## config.mk

```make
export PLATFORM = sky130hd
export DESIGN_NAME = mux8_rr_arbiter
export DESIGN_NICKNAME = d
export VERILOG_FILES = /design/src/rtl/mux8_rr_arbiter_pkg.sv /design/src/rtl/mux8_rr_arbiter_rr_pick8.sv /design/src/rtl/mux8_rr_arbiter.sv
export SDC_FILE = /design/constraint.sdc
export NUM_CORES = 1
export LEC_CHECK = 0
export CORE_MARGIN = 10
export CORE_UTILIZATION = 34
export CTS_CLUSTER_SIZE = 24
export DETAILED_ROUTE_END_ITERATION = 7
export PLACE_DENSITY = 0.62
export SLEW_MARGIN = 20
export SYNTH_ARGS = -nofsm -noshare
export SYNTH_HDL_FRONTEND = slang
export SYNTH_HIERARCHICAL = 1
export SYNTH_SLANG_ARGS = --single-unit
```

## constraint.sdc

```tcl
create_clock -name clk -period 6.5 [get_ports clk]
set_input_delay 1.3 -clock clk [delete_from_list [all_inputs] [get_ports clk]]
set_output_delay 1.3 -clock clk [all_outputs]
set_load 0.1 [all_outputs]
```

## src/rtl/mux8_rr_arbiter_pkg.sv

```systemverilog
// Shared constants and types for the 8-way round-robin arbiter.
package mux8_rr_arbiter_pkg;

  localparam int N_REQ = 8;
  localparam int SEL_W = 3;
  localparam int CNT_W = 4;

  typedef enum logic {
    ST_IDLE  = 1'b0,
    ST_GRANT = 1'b1
  } arb_state_e;

  function automatic logic [N_REQ-1:0] onehot8(input logic [SEL_W-1:0] i);
    return {{(N_REQ-1){1'b0}}, 1'b1} << i;
  endfunction

endpackage

```

## src/rtl/mux8_rr_arbiter_rr_pick8.sv

```systemverilog
// Rotating priority encoder: first set req bit at or after ptr, wrapping mod 8.
module rr_pick8
  import mux8_rr_arbiter_pkg::*;
(
  input  logic [N_REQ-1:0] req,
  input  logic [SEL_W-1:0] ptr,
  output logic             any,
  output logic [SEL_W-1:0] idx
);

  logic [SEL_W-1:0] pos;

  // Scan from the far end back toward ptr so the closest hit wins last.
  always_comb begin
    idx = ptr;
    pos = ptr;
    for (int i = N_REQ - 1; i >= 0; i--) begin
      pos = ptr + SEL_W'(i);
      if (req[pos]) idx = pos;
    end
    any = |req;
  end

endmodule

```

## src/rtl/mux8_rr_arbiter.sv

```systemverilog
// Round-robin arbiter/sequencer for mux_8: picks a winner, drives sel, meters beats via valid/ready.
module mux8_rr_arbiter
  import mux8_rr_arbiter_pkg::*;
#(
  parameter int MAX_HOLD = 4
) (
  input  logic             clk,
  input  logic             rst_n,
  input  logic [N_REQ-1:0] req,
  input  logic             out_ready,
  output logic [SEL_W-1:0] sel,
  output logic [N_REQ-1:0] gnt,
  output logic             out_valid,
  output logic [N_REQ-1:0] ack,
  output logic             busy
);

  // Handshake: a beat transfers in any cycle where out_valid & out_ready are both high;
  // out_valid follows req[sel] combinationally during GRANT and is never forced.
  arb_state_e       state_q, state_d;
  logic [SEL_W-1:0] ptr_q, ptr_d;
  logic [SEL_W-1:0] sel_q, sel_d;
  logic [N_REQ-1:0] gnt_q, gnt_d;
  logic [CNT_W-1:0] beat_cnt_q, beat_cnt_d;

  logic             pick_any;
  logic [SEL_W-1:0] pick_idx;
  logic             accept;

  rr_pick8 u_pick (
    .req (req),
    .ptr (ptr_q),
    .any (pick_any),
    .idx (pick_idx)
  );

  always_ff @(posedge clk or negedge rst_n) begin
    if (!rst_n) begin
      state_q    <= ST_IDLE;
      ptr_q      <= '0;
      sel_q      <= '0;
      gnt_q      <= '0;
      beat_cnt_q <= '0;
    end else begin
      state_q    <= state_d;
      ptr_q      <= ptr_d;
      sel_q      <= sel_d;
      gnt_q      <= gnt_d;
      beat_cnt_q <= beat_cnt_d;
    end
  end

  always_comb begin
    state_d    = state_q;
    ptr_d      = ptr_q;
    sel_d      = sel_q;
    gnt_d      = gnt_q;
    beat_cnt_d = beat_cnt_q;
    unique case (state_q)
      ST_IDLE: begin
        if (pick_any) begin
          state_d    = ST_GRANT;
          sel_d      = pick_idx;
          gnt_d      = onehot8(pick_idx);
          beat_cnt_d = '0;
        end
      end
      ST_GRANT: begin
        // Withdrawal and last-beat both release; sel is kept for the bubble cycle.
        if (!req[sel_q] || (accept && beat_cnt_q == CNT_W'(MAX_HOLD - 1))) begin
          state_d    = ST_IDLE;
          ptr_d      = sel_q + SEL_W'(1);
          gnt_d      = '0;
          beat_cnt_d = '0;
        end else if (accept) begin
          beat_cnt_d = beat_cnt_q + CNT_W'(1);
        end
      end
      default: state_d = ST_IDLE;
    endcase
  end

  always_comb begin
    out_valid = (state_q == ST_GRANT) && req[sel_q];
    accept    = out_valid && out_ready;
    ack       = gnt_q & {N_REQ{accept}};
    busy      = (state_q == ST_GRANT);
    sel       = sel_q;
    gnt       = gnt_q;
  end

endmodule
```

# After elaboration in Yosys (flattened, before gate mapping)
# Index checks and enable logic that the tools add are counted.
# totals
ff_bits,19
input_bits,11
elab_cells,76
# op_classes
addsub,9
n_lt_le_gt_ge,9
eq_ne,4
shifts,1
n_mux,36
n_bitwise,2
n_reduce_logical,10
# ops
operator,n
$lt A3 B4 Y1 const B,9
$bmux W1 S3,9
$mux W3,8
$mux W8,2
$pmux W8 S2,1
$add A3 B3 Y3 const B,4
$mux W4,3
$mux W1,11
$and A8 B8 Y8,1
$pmux W4 S2,1
$reduce_and A2 Y1,4
$reduce_or A8 Y1,1
$shl A1 B3 Y8 const A,1
$add A3 B1 Y3 const B,2
$add A3 B2 Y3 const B,2
$add A4 B1 Y4 const B,1
$eq A4 B2 Y1 const B,1
$logic_and A1 B1 Y1,3
$ne A3 B1 Y1 const B,1
$ne A2 B1 Y1 const B,1
$ne A2 B2 Y1 const B,1
$pmux W1 S2,1
$logic_not A1 Y1,1
$logic_or A1 B1 Y1,1
$not A1 Y1,1

# Longest topological paths before layout
# Gate-level depths: netlist of run 1.
# depth
word_depth,14
mapped_depth,14

# Modules after synthesis
# Netlist of run 1, hierarchy kept.
# modules_own_cells
mod,n_inst,cells_each,area_per_inst_um2
mux8_rr_arbiter,1,107,1081.0
rr_pick8,1,94,874.6

# Worst setup path before layout of run 1
# No wires, ideal clock.
# synth_path
kind,input port to output port
start,in req[0]
end,out ack[0]
arrival_time_ns,2.685
t_required_ns,5.200
path_slack_ns,2.515
path_stages,5
n_path_buf,1
path_cell_list,mux2i_2 a22oi_4 and4_1 buf_6 and2_1
# synth_via
elab_chain_len,5
# synth_lines
item,line,rtl
"start, declared",mux8_rr_arbiter.sv:9,"input logic [N_REQ-1:0] req,"
$bmux W1 S3,mux8_rr_arbiter.sv:84,out_valid = (state_q == ST_GRANT) && req[sel_q];
$mux W1 (not written as such),mux8_rr_arbiter.sv:84,
$logic_and A1 B1 Y1,mux8_rr_arbiter.sv:84,
$logic_and A1 B1 Y1,mux8_rr_arbiter.sv:85,accept = out_valid && out_ready;
$and A8 B8 Y8,mux8_rr_arbiter.sv:86,ack = gnt_q & {N_REQ{accept}};
"end, declared",mux8_rr_arbiter.sv:14,"output logic [N_REQ-1:0] ack,"
# No other way between the ends. The select of a mux whose other input is x is not followed.

# Worst setup path after layout of run 1
# layout_path
start,in req[1]
end,out out_valid
# layout_via
elab_chain_len,3
# layout_lines
item,line,rtl
$bmux W1 S3,mux8_rr_arbiter.sv:84,
$mux W1 (not written as such),mux8_rr_arbiter.sv:84,
$logic_and A1 B1 Y1,mux8_rr_arbiter.sv:84,
"end, declared",mux8_rr_arbiter.sv:13,"output logic out_valid,"
# No other way between the ends. The select of a mux whose other input is x is not followed.

==> flow_metrics.py, run 1 <==
metrics = {
    "die": {
        "dieWidth_um": 95.84,
        "core-area_um2": 5540,
        "fp.dieArea_um2": 9185,
        "io_pins": 32,
        "die_y_um": 95.84,
        "start_util": 0.3530,
        "rows": 27,
    },
    "worst_setup_path": {
        "crit_fanout": 8,
        "rr_endpoint": "gnt[0]",
        "critPathKind": "input port to primary output",
        "cp.arrival_ns": 3.73,
        "end_kind": "primary output",
        "regToRegSetupSlack_ns": 2.56,
        "cp-start-kind": "input port",
        "reg2reg_depth": 9,
        "reg2reg_from": "ptr_q[0]",
        "critPathRequiredTime_ns": 5.20,
    },
    "place": {
        "place_inst": 293,
        "io_buffers": 31,
        "dpl.hpwl_um": 3669,
        "postPlaceCellArea_um2": 2252,
        "gp_congestion": 0.8357,
    },
    "synth": {
        "synth_simple_gate_area_share": 0.2067,
        "synth_edf_count": 0,
        "synth.distinct_cells": 60,
        "mappedNetlistNets": 216,
        "synth_top_area_frac": 0.2431,
        "async_flop_share": 1.000,
        "synth_cells": 201,
        "synth_xor_area_frac": 0.02175,
        "ys_warn_count": 6,
        "syn_area_um2": 1956,
        "synth_top_family_by_area": "multiplexers",
        "synthAdderAreaFrac": 0.02559,
        "synth_compound_area_frac": 0.1823,
        "seq_area_frac_synth": 0.2431,
        "ys.flop_type": "dfrtp_1",
        "synth.area.top_cells": "dfrtp_1, mux4_2, mux2i_1",
        "syn_area_per_cell_um2": 9.729,
        "ys_ff_latch": 19,
        "synth_mux_area_frac": 0.2566,
        "synth_area_leader_cell": "dfrtp_1",
    },
    "global_routing": {
        "grtUsageTotal": 0.1066,
        "antenna_found_initial": 0,
        "grt_max_degree": 23,
        "grt_pass1_vias": 1570,
        "grt_overflow_total": 0,
        "grt_pass1_wl_um": 8024,
    },
    "status": {
        "outcome": "complete, no violations",
    },
    "final_layout": {
        "final_common_cell": "nand2_1",
        "finish.utilization": 0.4146,
        "fin_area_um2": 2297,
        "final_cells": 297,
        "antenna_cells": 0,
        "syn_to_final_growth_pct": 17.47,
        "mostFrequentLayoutCells": "nand2_1, clkdlybuf4s50_1, dfrtp_1",
        "nets": 241,
        "fill_cells": 568,
        "drive_gt1_frac": 0.1644,
    },
    "clock_network": {
        "cts-resized-gates": 0,
        "tritoncts": "yes",
        "ctsHoldBuffers": 0,
        "cts.sinks": 19,
        "numCtsBuffers": 3,
        "clock_latency_ns": 0.25,
        "clkTransAtPathRegs_ns": 0.07,
        "clockBufferDepth": 2,
        "cts_setup_buffers": 0,
        "root_buffer": "clkbuf_8",
        "ctsHtreeMaxLevel": 1,
    },
    "timing": {
        "finalMaxSlewViolations": 0,
        "period_needed_ns": 5.030,
        "relSlewSlack": 0.3462,
        "min_period_over_period": 0.7738,
        "setup_violations": 0,
        "worstMarginPinSlew_ns": 0.9776,
        "max_freq_mhz": 198.8,
        "skew_ns": 0.003262,
        "tns_ns": 0,
        "rsz0062_at_grt": "false",
        "hold_viol_final": 0,
    },
    "min_path": {
        "hold_depth": 2,
        "hp-class": "register to register",
        "holdPathEnd": "gnt[3]",
        "hp-start": "gnt[3]",
    },
    "flow_run": {
        "drv_cap": 0,
    },
    "drt": {
        "vias_per_cell": 5.485,
        "wl_per_cell_um": 15.95,
        "first_pass_iters": 4,
        "drt_iter0_drc": 105,
        "antenna_left": 0,
        "wirelength_um": 4736,
        "drc": 0,
        "dr_total_vias": 1629,
    },
}
[worst max path at each step]
stage	start	to	slack, ns	cells after the start
after floorplan	req[0]	ack[0]	2.51	5
after global placement	req[7]	out_valid	1.50	6
after global routing	req[1]	out_valid	1.34	6
after CTS	req[1]	out_valid	1.47	6
after detailed placement	req[1]	out_valid	1.47	6
final	req[1]	out_valid	1.47	6
[metrics by stage]
step           setup WS (ns)  hold slack [ns]
3_3_place_gp           1.503           0.5340
6_report               1.470           0.5420
5_1_grt                1.343           0.5778
3_5_place_dp           1.466           0.5404
4_1_cts                1.468           0.5498
2_1_floorplan          2.515           0.4524
[synth_stat cells, types with 2 or more instances]
master / number
inv_1: 11
mux2_1: 2
nand3_1: 2
nand2_1: 30
o21ai_0: 2
nand3b_1: 3
buf_6: 5
a22o_1: 2
a22oi_1: 2
mux2i_4: 3
ha_1: 4
and2_1: 9
a211oi_1: 2
nor2b_1: 2
nor2_1: 12
o211ai_1: 3
nor4_1: 2
mux2_2: 4
xor2_1: 2
o21ai_1: 4
mux2i_1: 12
o311ai_1: 2
a21oi_1: 3
nand4_1: 5
mux4_2: 8
mux4_1: 2
nor3_2: 2
o22ai_1: 8
dfrtp_1: 19
clkbuf_1: 4
[cell families after synthesis]
kind of cell | Yosys count
flops | 19
mux | 32
fa+ha+maj | 4
buf+inv | 22
compound gates | 42
simple gates | 78
xor+xnor | 4
[registers in the layout, indices dropped and copies added, names as in the netlist]
name and cells:
beat_cnt_q 4, busy 1, gnt 8, ptr_q 3, sel 3
[critical path, stage by stage]
cell and delay [ns]:
clkdlybuf4s50_1 0.62, mux2i_2 0.13, a22oi_4 0.27, nand3_1 0.19, inv_1 0.09, clkdlybuf4s50_1 1.13
[area by class of cell]
cell class	count	area [um^2]	area share
clock buffer	4	45.04	0.01961
inverter	11	41.29	0.01797
multi-input combinational	160	1355	0.5899
sequential	19	475.5	0.2070
tap	72	90.09	0.03922
timing repair buffer	31	290.3	0.1264
[per-layer routing]
| metal | up-vias | routed length (um) | GRT usage |
|---|---|---|---|
| li1 | 803 | - | - |
| met1 | 798 | 2071 | 0.1324 |
| met2 | 26 | 2464 | 0.1885 |
| met3 | 2 | 178 | 0.02257 |
| met4 | 0 | 21 | 0.01597 |
| met5 | - | 0 | 0 |
Power of run 1 is not shown: default switching activity piles up to over one toggle a cycle in this logic, so the estimate is an artifact.
==> run 2, diff against run 1 <==
==> constraint.sdc (replaced) <==
create_clock -name clk -period 4.86 [get_ports clk]
set_input_delay 0.972 -clock clk [delete_from_list [all_inputs] [get_ports clk]]
set_output_delay 0.972 -clock clk [all_outputs]
set_load 0.1 [all_outputs]
==> run 2 against run 1 <==
  * Cell area is 0.60% higher
  * Critical path depth unchanged
  * Worst setup slack worse by 0.51 ns
  * Sequential cell count unchanged
  * Count of clock-buffer cells in the layout is 1 lower
  * Routed wire length down 1.3%
  * Critical path type unchanged
  * Critical endpoint is now ack[5]
==> flow_metrics.py, run 2 (synthesized netlist as in run 1, its figures left out) <==
metrics = {
    "status": {
        "outcome": "complete, no violations",
    },
    "final_layout": {
        "final_cells": 299,
        "nets": 243,
        "regArea_um2": 475.5,
        "largest_reg_flops": 8,
        "fill_cells": 581,
        "multi_input_area_um2": 1355,
        "mostFrequentLayoutCells": "nand2_1, clkdlybuf4s50_1, dfrtp_1",
        "drive_gt1_frac": 0.1806,
        "finish.utilization": 0.4171,
        "fin_area_um2": 2311,
        "final_common_cell": "nand2_1",
        "antenna_cells": 0,
        "syn_to_final_growth_pct": 18.17,
    },
    "global_routing": {
        "grt_max_degree": 22,
        "grt_overflow_total": 0,
        "antenna_found_initial": 0,
        "grt_pass1_wl_um": 7783,
        "grtUsageTotal": 0.1020,
        "grt_pass1_vias": 1593,
    },
    "min_path": {
        "hp-start": "gnt[3]",
        "holdPathEnd": "gnt[3]",
        "hold_depth": 2,
        "hp-class": "register to register",
    },
    "worst_setup_path": {
        "crit_fanout": 9,
        "critPathKind": "input port to primary output",
        "rr_endpoint": "gnt[0]",
        "end_kind": "primary output",
        "reg2reg_depth": 9,
        "reg2reg_from": "ptr_q[0]",
        "critPathRequiredTime_ns": 3.89,
        "cp-start-kind": "input port",
        "regToRegSetupSlack_ns": 1.82,
        "cp.arrival_ns": 2.93,
    },
    "die": {
        "dieWidth_um": 95.84,
        "io_pins": 32,
        "die_y_um": 95.84,
        "start_util": 0.3530,
        "core-area_um2": 5540,
        "fp.dieArea_um2": 9185,
        "rows": 27,
    },
    "flow_run": {
        "drv_cap": 0,
    },
    "timing": {
        "rsz0062_at_grt": "false",
        "setup_violations": 0,
        "hold_viol_final": 0,
        "min_period_over_period": 0.8030,
        "max_freq_mhz": 256.3,
        "relSlewSlack": 0.3449,
        "skew_ns": 0.002404,
        "finalMaxSlewViolations": 0,
        "worstMarginPinSlew_ns": 0.9796,
        "period_needed_ns": 3.902,
        "tns_ns": 0,
    },
    "clock_network": {
        "cts-resized-gates": 0,
        "cts_setup_buffers": 0,
        "ctsHoldBuffers": 0,
        "clockBufferDepth": 2,
        "clkTransAtPathRegs_ns": 0.07,
        "ctsHtreeMaxLevel": 1,
        "tritoncts": "yes",
        "numCtsBuffers": 3,
        "clock_latency_ns": 0.25,
        "cts.sinks": 19,
        "root_buffer": "clkbuf_8",
    },
    "place": {
        "postPlaceCellArea_um2": 2265,
        "place_inst": 295,
        "dpl.hpwl_um": 3664,
        "io_buffers": 31,
        "gp_congestion": 0.8007,
    },
    "drt": {
        "vias_per_cell": 5.441,
        "drt_iter0_drc": 95,
        "wirelength_um": 4675,
        "drc": 0,
        "dr_total_vias": 1627,
        "antenna_left": 0,
        "first_pass_iters": 4,
        "wl_per_cell_um": 15.64,
    },
}
## run 2: routing by layer
metal | global-route usage | wire (um) | vias to the layer above
li1 | - | - | 807
met1 | 0.1289 | 2056 | 798
met2 | 0.1755 | 2429 | 20
met3 | 0.02490 | 154 | 2
met4 | 0.01474 | 35 | 0
met5 | 0 | 0 | -
## run 2: stage by stage
step | setup slack, ns | hold slack (ns)
final | 0.9576 | 0.5376
after global routing | 0.8656 | 0.5730
after CTS | 0.9762 | 0.5472
after detailed placement | 0.9848 | 0.5337
after global placement | 1.013 | 0.5234
after floorplan | 1.290 | 0.4524
## run 2: layout make-up
cell class                 count  area share
timing repair buffer          33      0.1310
tap                           72     0.03898
clock buffer                   3     0.01787
clock inverter                 1    0.002166
multi-input combinational    160      0.5864
inverter                      11     0.01787
sequential                    19      0.2057
## run 2: how the worst max path moves through the flow
stage / start / endpoint / slack, ns / cells past startpoint
floorplan: sel[1] / ack[0] / 1.29 / 5
global placement: req[6] / ack[1] / 1.01 / 6
detailed placement: req[7] / ack[5] / 0.98 / 6
CTS: req[7] / ack[5] / 0.98 / 6
global route: req[1] / ack[0] / 0.87 / 6
finish: req[7] / ack[5] / 0.96 / 6
## run 2: critical path, stage by stage
cell             delay [ns]
clkdlybuf4s50_1        0.66
mux2i_4                0.14
a31oi_4                0.25
and4_1                 0.43
and2_1                 0.18
buf_4                  0.28
Power of run 2 is left out for the same reason.
